## src/rtl/app_loopback_pkg.sv

```systemverilog
// Shared definitions for the buffered loopback application: transform mode
// encodings, ASCII letter bounds and the byte transform applied at push time.
package app_loopback_pkg;

  typedef enum logic [1:0] {
    MODE_ECHO   = 2'b00,
    MODE_INVERT = 2'b01,
    MODE_INCR   = 2'b10,
    MODE_CASE   = 2'b11
  } mode_e;

  localparam logic [7:0] ASCII_UPPER_A = 8'h41;
  localparam logic [7:0] ASCII_UPPER_Z = 8'h5A;
  localparam logic [7:0] ASCII_LOWER_A = 8'h61;
  localparam logic [7:0] ASCII_LOWER_Z = 8'h7A;
  localparam logic [7:0] CASE_MASK     = 8'h20;

  // Per-byte transform; the case toggle only touches ASCII letters so
  // punctuation such as '[' passes through unchanged.
  function automatic logic [7:0] applyTransform(input logic [1:0] mode,
                                                input logic [7:0] data);
    logic isAlpha;
    logic [7:0] result;
    isAlpha = ((data >= ASCII_UPPER_A) && (data <= ASCII_UPPER_Z)) ||
              ((data >= ASCII_LOWER_A) && (data <= ASCII_LOWER_Z));
    case (mode)
      MODE_ECHO:   result = data;
      MODE_INVERT: result = ~data;
      MODE_INCR:   result = data + 8'd1;
      MODE_CASE:   result = isAlpha ? (data ^ CASE_MASK) : data;
      default:     result = data;
    endcase
    return result;
  endfunction

endpackage

```

## src/rtl/app_loopback_buf_sync_fifo.sv

```systemverilog
// Single-clock FIFO used by the loopback buffer. Pointers wrap modulo DEPTH,
// occupancy is tracked explicitly so full and empty are unambiguous, and a
// flush empties the FIFO on the next edge while discarding any same-cycle
// push or pop.
module sync_fifo #(
  parameter int WIDTH = 8,
  parameter int DEPTH = 16
) (
  input  logic                   clk_i,
  input  logic                   rstn_i,
  input  logic                   flush_i,
  input  logic                   push_i,
  input  logic                   pop_i,
  input  logic [WIDTH-1:0]       wdata_i,
  output logic [WIDTH-1:0]       rdata_o,
  output logic [$clog2(DEPTH):0] level_o,
  output logic                   full_o,
  output logic                   empty_o
);

  localparam int PTR_W = $clog2(DEPTH);
  localparam int LVL_W = PTR_W + 1;

  logic [WIDTH-1:0] mem_q [DEPTH];
  logic [PTR_W-1:0] wrPtr_q, wrPtr_d;
  logic [PTR_W-1:0] rdPtr_q, rdPtr_d;
  logic [LVL_W-1:0] level_q, level_d;
  logic             doPush, doPop;

  assign full_o  = (level_q == LVL_W'(DEPTH));
  assign empty_o = (level_q == '0);
  assign doPush  = push_i && !full_o;
  assign doPop   = pop_i && !empty_o;

  // Next-state for pointers and occupancy; flush overrides any transfer.
  always_comb begin
    wrPtr_d = wrPtr_q;
    rdPtr_d = rdPtr_q;
    level_d = level_q;
    if (flush_i) begin
      wrPtr_d = '0;
      rdPtr_d = '0;
      level_d = '0;
    end else begin
      if (doPush) wrPtr_d = wrPtr_q + PTR_W'(1);
      if (doPop)  rdPtr_d = rdPtr_q + PTR_W'(1);
      case ({doPush, doPop})
        2'b10:   level_d = level_q + LVL_W'(1);
        2'b01:   level_d = level_q - LVL_W'(1);
        default: level_d = level_q;
      endcase
    end
  end

  // Pointer and occupancy registers with synchronous active-low reset.
  always_ff @(posedge clk_i) begin
    if (!rstn_i) begin
      wrPtr_q <= '0;
      rdPtr_q <= '0;
      level_q <= '0;
    end else begin
      wrPtr_q <= wrPtr_d;
      rdPtr_q <= rdPtr_d;
      level_q <= level_d;
    end
  end

  // Storage write; contents need no reset because occupancy gates reads.
  always_ff @(posedge clk_i) begin
    if (rstn_i && !flush_i && doPush) begin
      mem_q[wrPtr_q] <= wdata_i;
    end
  end

  assign rdata_o = mem_q[rdPtr_q];
  assign level_o = level_q;

endmodule

```

## src/rtl/app_loopback_buf.sv

```systemverilog
// Buffered loopback between the usb_cdc OUT and IN streams. Incoming bytes are
// transformed according to mode_i at push time, buffered in sync_fifo and
// returned to the host. Also drives a stretched activity flag for the LED.
// Optional byte statistics are built only when LOOPBACK_STATS_EN is defined;
// otherwise rx_count_o/tx_count_o read as zero.
module app_loopback_buf #(
  parameter int DEPTH      = 16,
  parameter int ACT_CYCLES = 4800000
) (
  input  logic                   clk_i,
  input  logic                   rstn_i,
  input  logic [7:0]             rx_data_i,
  input  logic                   rx_valid_i,
  output logic                   rx_ready_o,
  output logic [7:0]             tx_data_o,
  output logic                   tx_valid_o,
  input  logic                   tx_ready_i,
  input  logic [1:0]             mode_i,
  input  logic                   flush_i,
  output logic [$clog2(DEPTH):0] level_o,
  output logic                   act_o,
  output logic [31:0]            rx_count_o,
  output logic [31:0]            tx_count_o
);

  import app_loopback_pkg::*;

  localparam int ACT_W = (ACT_CYCLES > 1) ? $clog2(ACT_CYCLES) : 1;

  logic             fifoFull, fifoEmpty;
  logic             pushEn, popEn;
  logic [7:0]       xformData;
  logic [ACT_W-1:0] actCnt_q, actCnt_d;
  logic             act_q, act_d;

  assign rx_ready_o = !fifoFull;
  assign tx_valid_o = !fifoEmpty;
  assign pushEn     = rx_valid_i && rx_ready_o;
  assign popEn      = tx_valid_o && tx_ready_i;
  assign xformData  = applyTransform(mode_i, rx_data_i);

  sync_fifo #(
    .WIDTH (8),
    .DEPTH (DEPTH)
  ) u_fifo (
    .clk_i   (clk_i),
    .rstn_i  (rstn_i),
    .flush_i (flush_i),
    .push_i  (pushEn),
    .pop_i   (popEn),
    .wdata_i (xformData),
    .rdata_o (tx_data_o),
    .level_o (level_o),
    .full_o  (fifoFull),
    .empty_o (fifoEmpty)
  );

  // Activity hold: any handshake reloads the timer, idling counts it down to
  // zero and the flag drops on the first idle cycle after reaching zero.
  always_comb begin
    actCnt_d = actCnt_q;
    act_d    = act_q;
    if (pushEn || popEn) begin
      actCnt_d = ACT_W'(ACT_CYCLES - 1);
      act_d    = 1'b1;
    end else if (actCnt_q != '0) begin
      actCnt_d = actCnt_q - 1'b1;
    end else begin
      act_d = 1'b0;
    end
  end

  // Activity timer registers.
  always_ff @(posedge clk_i) begin
    if (!rstn_i) begin
      actCnt_q <= '0;
      act_q    <= 1'b0;
    end else begin
      actCnt_q <= actCnt_d;
      act_q    <= act_d;
    end
  end

  assign act_o = act_q;

`ifdef LOOPBACK_STATS_EN
  logic [31:0] rxCount_q, rxCount_d;
  logic [31:0] txCount_q, txCount_d;

  // Handshake counters; they wrap naturally and only reset clears them.
  always_comb begin
    rxCount_d = rxCount_q;
    txCount_d = txCount_q;
    if (pushEn) rxCount_d = rxCount_q + 32'd1;
    if (popEn)  txCount_d = txCount_q + 32'd1;
  end

  // Statistics registers.
  always_ff @(posedge clk_i) begin
    if (!rstn_i) begin
      rxCount_q <= '0;
      txCount_q <= '0;
    end else begin
      rxCount_q <= rxCount_d;
      txCount_q <= txCount_d;
    end
  end

  assign rx_count_o = rxCount_q;
  assign tx_count_o = txCount_q;
`else
  assign rx_count_o = 32'd0;
  assign tx_count_o = 32'd0;
`endif

endmodule

```

## config.mk

```make
export PLATFORM = sky130hd
export DESIGN_NAME = app_loopback_buf
export DESIGN_NICKNAME = d
export VERILOG_FILES = /design/src/rtl/app_loopback_pkg.sv /design/src/rtl/app_loopback_buf_sync_fifo.sv /design/src/rtl/app_loopback_buf.sv
export SDC_FILE = /design/constraint.sdc
export NUM_CORES = 1
export LEC_CHECK = 0
export CAP_MARGIN = 20
export CORE_MARGIN = 10
export CORE_UTILIZATION = 55
export CTS_BUF_LIST = sky130_fd_sc_hd__clkbuf_16
export CTS_CLUSTER_DIAMETER = 100
export DETAILED_ROUTE_END_ITERATION = 10
export MAX_ROUTING_LAYER = met4
export PLACE_DENSITY = 0.79
export REMOVE_ABC_BUFFERS = 1
export SYNTH_ARGS = -nofsm -noshare
export SYNTH_HDL_FRONTEND = slang
export SYNTH_HIERARCHICAL = 1
export SYNTH_SLANG_ARGS = --single-unit
```

## constraint.sdc

```tcl
create_clock -name clk_i -period 3.7 [get_ports clk_i]
set_input_delay 0.37 -clock clk_i [delete_from_list [all_inputs] [get_ports clk_i]]
set_output_delay 0.37 -clock clk_i [all_outputs]
set_load 0.01 [all_outputs]
```

==> results.sh <==
export IMPL_drv_cap=0
export IMPL_dp_hpwl_um=11300
export IMPL_fmax_ghz=0.286
export IMPL_final_common_cell="edfxtp_1"
export IMPL_place_gp_congestion=0.816
export IMPL_cts_setup_buffers=0
export IMPL_fin_cells=828
export IMPL_yosysWarnings=6
export IMPL_finalPower_mw=4.14
export IMPL_powerDensity_mw_per_mm2=466
export IMPL_clk_latency_ns=0.42
export IMPL_clkTransAtPathRegs_ns=0.06
export IMPL_ios=95
export IMPL_min_period_over_period_pct=94.4
export IMPL_numPlacedInstances=793
export IMPL_layout_setup_ws_ns=0.209
export IMPL_post_route_util_pct=63.2
export IMPL_tightest_slew_ns=0.938
export IMPL_dr_pass1_iters=5
export IMPL_hold_end="actCnt_q[21]$_SDFFE_PP0P_"
export IMPL_reg2reg_from="u_fifo/level_o[0]$_SDFFE_PP0P_"
export IMPL_hp_start="actCnt_q[21]$_SDFFE_PP0P_"
export IMPL_port_buffers=30
export IMPL_die_h_um=140
export IMPL_p_leak_nw=3.13
export IMPL_outcome="finished, final reports clean"
export IMPL_cp_arrival_ns=3.84
export IMPL_endpoint_kind="register"
export IMPL_holdBufCountCts=0
export IMPL_ys_types=60
export IMPL_worstPathRequired_ns=4.05
export IMPL_fp_dieArea_mm2=0.0197
export IMPL_syn_cell_area_mm2=0.00796
export IMPL_nFillCells=1024
export IMPL_fin_skew_ns=0.00664
export IMPL_area_growth_syn_to_layout_pct=11.6
export IMPL_synth_flop_cell="edfxtp_1"
export IMPL_drv_slew=0
export IMPL_rsz0062_at_grt="false"
export IMPL_antenna_found_initial=0
export IMPL_diodes=0
export IMPL_fp_dieW_um=140
export IMPL_core_mm2=0.0140
export IMPL_cp_max_fo=8
export IMPL_hold_slack_ns=0.484
export IMPL_regArea_mm2=0.00467
export IMPL_cts_resized=0
export IMPL_root_buffer="clkbuf_16"
export IMPL_tns_ns=0
export IMPL_overflow=0
export IMPL_vias=4859
export IMPL_grt_pass1_vias=5019
export IMPL_synth_edf_count=128
export IMPL_reg2reg_slack_ns=0.21
export IMPL_drtAntennaViolNets=0
export IMPL_layout_min_cycle_time_ns=3.49
export IMPL_htree_levels=4
export IMPL_finalHoldViolations=0
export IMPL_worstHoldPathCells=2
export IMPL_r2r_end="u_fifo/level_o[4]$_SDFFE_PP0P_"
export IMPL_critPathKind="register to register"
export IMPL_finalSetupViolations=0
export IMPL_drt_iter0_drc=360
export IMPL_clockBufferDepth=2
export IMPL_async_flop_share_pct=0
export IMPL_start_kind="register"
export IMPL_multi_input_area_mm2=0.00285
export IMPL_fin_nets=666
export IMPL_grt_total_usage_pct=17.8
export IMPL_grt_max_degree=33
export IMPL_grt_pass1_wl_um=26800
export IMPL_ys_seq_elements=169
export IMPL_clock_sinks=169
export IMPL_wl_um=17000
export IMPL_numCtsBuffers=17
export IMPL_avgSynthCellArea_um2=13.6
export IMPL_vdd_drop_max_uv=319
export IMPL_maxSlewHeadroom_pct=37.3
export IMPL_viasPerCell=5.87
export IMPL_drc=0
export IMPL_syn_inst=585
export IMPL_ys_seq_area_share_pct=58.6
export IMPL_worstHoldPathType="register to register"
export IMPL_place_area_mm2=0.00828
export IMPL_place_ws_ns=0.238
export IMPL_cts_tree="done"
export IMPL_stdcell_area_mm2=0.00888
export IMPL_reg2regPathDepth=13
export IMPL_rows=43
export IMPL_wl_per_cell_um=20.5
export IMPL_final_cell_mix="128 x edfxtp_1, 64 x conb_1, 43 x nor2_1"
export IMPL_final_layout_size_suffix_gt1_share_pct=15.4
export IMPL_initial_core_util_pct=56.7
==> worst max-delay path: stages, from the launching register on <==
cell and delay [ns]:
dfxtp_1 0.35, or4_1 0.71, nor2_1 0.18, nand2b_1 0.22, inv_1 0.15, o21a_1 0.24
inv_1 0.09, ha_1 0.24, inv_1 0.10, fa_1 0.39, nand2b_1 0.16, a21oi_1 0.16
mux2i_1 0.23, mux2i_1 0.19
==> sequential cells by signal, indices dropped and copies added (netlist names), named ones only <==
name	cells
u_fifo/level_o	5
u_fifo/rdPtr_q	4
u_fifo/mem_q	128
act_o	1
actCnt_q	23
u_fifo/wrPtr_q	4
==> area by class of cell <==
cell class	instances	share of cell area, %
Sequential cell	169	52.6
Multi-Input combinational cell	373	32.1
Timing Repair Buffer	55	5.50
Clock buffer	17	4.79
Tap cell	180	2.54
Clock inverter	15	1.68
Inverter	19	0.803
==> routing by layer <==
layer | track usage, % | share of wire [%] | vias to the layer above
met2 | 30.1 | 53 | 214
met3 | 4.29 | 6.2 | 20
met1 | 20.9 | 40 | 2419
met4 | 4.78 | 1.6 | 0
met5 | - | 0 | -
li1 | - | - | 2206
==> how the worst max path moves through the flow <==
stage,end,cells after the start,startpoint
2_1_floorplan,u_fifo/level_o[4]$_SDFFE_PP0P_,13,u_fifo/level_o[0]$_SDFFE_PP0P_
3_3_place_gp,u_fifo/level_o[4]$_SDFFE_PP0P_,13,u_fifo/level_o[0]$_SDFFE_PP0P_
3_5_place_dp,u_fifo/level_o[4]$_SDFFE_PP0P_,13,u_fifo/level_o[0]$_SDFFE_PP0P_
4_1_cts,u_fifo/level_o[4]$_SDFFE_PP0P_,13,u_fifo/level_o[0]$_SDFFE_PP0P_
5_1_grt,u_fifo/level_o[4]$_SDFFE_PP0P_,13,u_fifo/level_o[0]$_SDFFE_PP0P_
6_report,u_fifo/level_o[4]$_SDFFE_PP0P_,13,u_fifo/level_o[0]$_SDFFE_PP0P_
==> where the power goes <==
part	internal [mW]	leakage, nW	total [mW]	switching [mW]
registers	2.09	1.49	2.12	0.0324
clock network	0.995	0.276	1.73	0.731
logic	0.101	1.37	0.289	0.188
==> synthesized netlist by cell type (all sizes together), types with 3 or more instances <==
cell type / instances / area, um2
a211oi: 5 / 37.5
a21oi: 12 / 60.1
a22oi: 16 / 120
a311oi: 4 / 35.0
a31oi: 8 / 50.1
and2: 3 / 20.0
and3: 4 / 25.0
buf: 75 / 557
clkbuf: 12 / 45.0
dfxtp: 41 / 821
edfxtp: 128 / 3840
ha: 15 / 188
inv: 19 / 71.3
mux2i: 9 / 90.1
mux4: 32 / 721
nand2: 30 / 113
nand2b: 13 / 81.3
nand3: 5 / 25.0
nand4: 7 / 56.3
nor2: 43 / 161
nor2b: 7 / 43.8
nor3: 5 / 25.0
nor4: 17 / 149
o211ai: 4 / 35.0
o21ai: 9 / 56.3
o31ai: 7 / 52.6
or4: 10 / 75.1
xnor2: 8 / 70.1
xor2: 6 / 52.6
==> kinds of logic (layout without fill, tap and decap cells) <==
kind of cell | count (synthesis) | count (layout) | share of synthesized area (%)
compound gates | 81 | 81 | 7.42
xor+xnor | 14 | 14 | 1.54
fa+ha+maj | 16 | 16 | 2.61
buf+inv | 106 | 106 | 8.46
flops | 169 | 169 | 58.6
mux | 41 | 41 | 10.2
other cells | 1 | 64 | 0.0471
simple gates | 157 | 157 | 11.1
(Power assumes the default switching activity.)
==> RTL edit, RTL diff (same settings) <==
`DEPTH` is set to 16 in 2 places; all go to 32.
--- a/src/rtl/app_loopback_buf_sync_fifo.sv
+++ b/src/rtl/app_loopback_buf_sync_fifo.sv
@@ -5,5 +5,5 @@
 module sync_fifo #(
   parameter int WIDTH = 8,
-  parameter int DEPTH = 16
+  parameter int DEPTH = 32
 ) (
   input  logic                   clk_i,
--- a/src/rtl/app_loopback_buf.sv
+++ b/src/rtl/app_loopback_buf.sv
@@ -5,5 +5,5 @@
 // otherwise rx_count_o/tx_count_o read as zero.
 module app_loopback_buf #(
-  parameter int DEPTH      = 16,
+  parameter int DEPTH      = 32,
   parameter int ACT_CYCLES = 4800000
 ) (
Interface: changed (resized level_o); port bits go from 95 to 96. No check against the original RTL was run, so the function may have changed too.
==> RTL edit against the unedited design <==
  * Clock power grew 77%
  * Count of clock-buffer cells in the layout grew 12
  * Largest cell class unchanged
  * Clock skew grew 0.013 ns
  * Final area grew 70%
  * Total power grew 75%
  * Final cell count grew 58%
  * Global-route usage grew 0.84 points
  * Sequential cell count grew 132
  * Setup slack lost 0.069 ns
  * Hold slack lost 0.0037 ns
  * Area after synthesis grew 68%
  * Wire length grew 71%
==> RTL edit: results <==
[detailed_routing]
routed_wl_mm = 28.9
wire_per_inst_um = 22.1
vias_per_cell = 5.99
drt_iter0_drc = 869

[setup_path]
crit_type = "flip-flop to primary output"
r2r_setup_slack_ns = 0.30
critPathSlowestCell = "dfxtp_4"
slowest_delay_ns = 0.60
arrival_ns = 3.19
crit_family = "buffers and inverters"
endpoint = "tx_data_o[3]"

[finish]
largest_register_ffs = 256
drive_above_1_share_pct = 14.7
fin_nets = 1001
n_fill_cell = 1694

[clock_network]
numCtsBuffers = 29
cts_resized = 1
clock_latency_ns = 0.56
htree_levels = 1

[pwr]
vdd_drop_max_v = 0.000310
leakage_nw = 5.05
pg_clk_mw = 3.07
seq_power_share_pct = 52.4

[global_routing]
use_met2_pct = 30.6
grt_max_degree = 38
use_met1_pct = 24.0
grt_use_met3_pct = 2.77
grtUsageTotal_pct = 18.7

[logic_synthesis]
synth_compound_area_share_pct = 7.24
synthAdderAreaFrac_pct = 1.65
synthCells = 894
ys_top_cells_by_area = "edfxtp_1, dfxtp_1, mux2i_1"
synth-edff-count = 256
synth_commonest_cells = "edfxtp_1, mux2i_1, buf_4"
synth-xor-area-share_pct = 0.984

[sta]
finalClockSkew_ns = 0.0193

[placement]
finalWeightedCongestion = 0.859
port_buffers = 31

[status]
outcome = "complete, no violations"
[RTL edit: metrics by stage]
stage / worst slack [ns] / total power [mW] / hold slack, ns / cell area [um^2] / util [%]
after floorplan: -0.683 / 4.06 / 0.443 / 12900 / -
after global placement: 0.418 / 4.20 / 0.461 / 14100 / 59.4
after CTS: 0.122 / 7.26 / 0.489 / 15100 / 63.7
after detailed placement: 0.323 / 4.21 / 0.479 / 14100 / 59.4
final: 0.140 / 7.23 / 0.480 / 15100 / 63.8
after global routing: 0.0257 / 7.45 / 0.510 / 15100 / 63.8
[RTL edit: layout make-up]
class / instances / area [um^2] / area share [%]
Inverter: 20 / 75.1 / 0.497
Timing Repair Buffer: 85 / 728 / 4.82
Tap cell: 319 / 399 / 2.64
Clock inverter: 25 / 278 / 1.84
Sequential cell: 301 / 8600 / 56.9
Clock buffer: 29 / 726 / 4.80
Multi-Input combinational cell: 532 / 4300 / 28.5
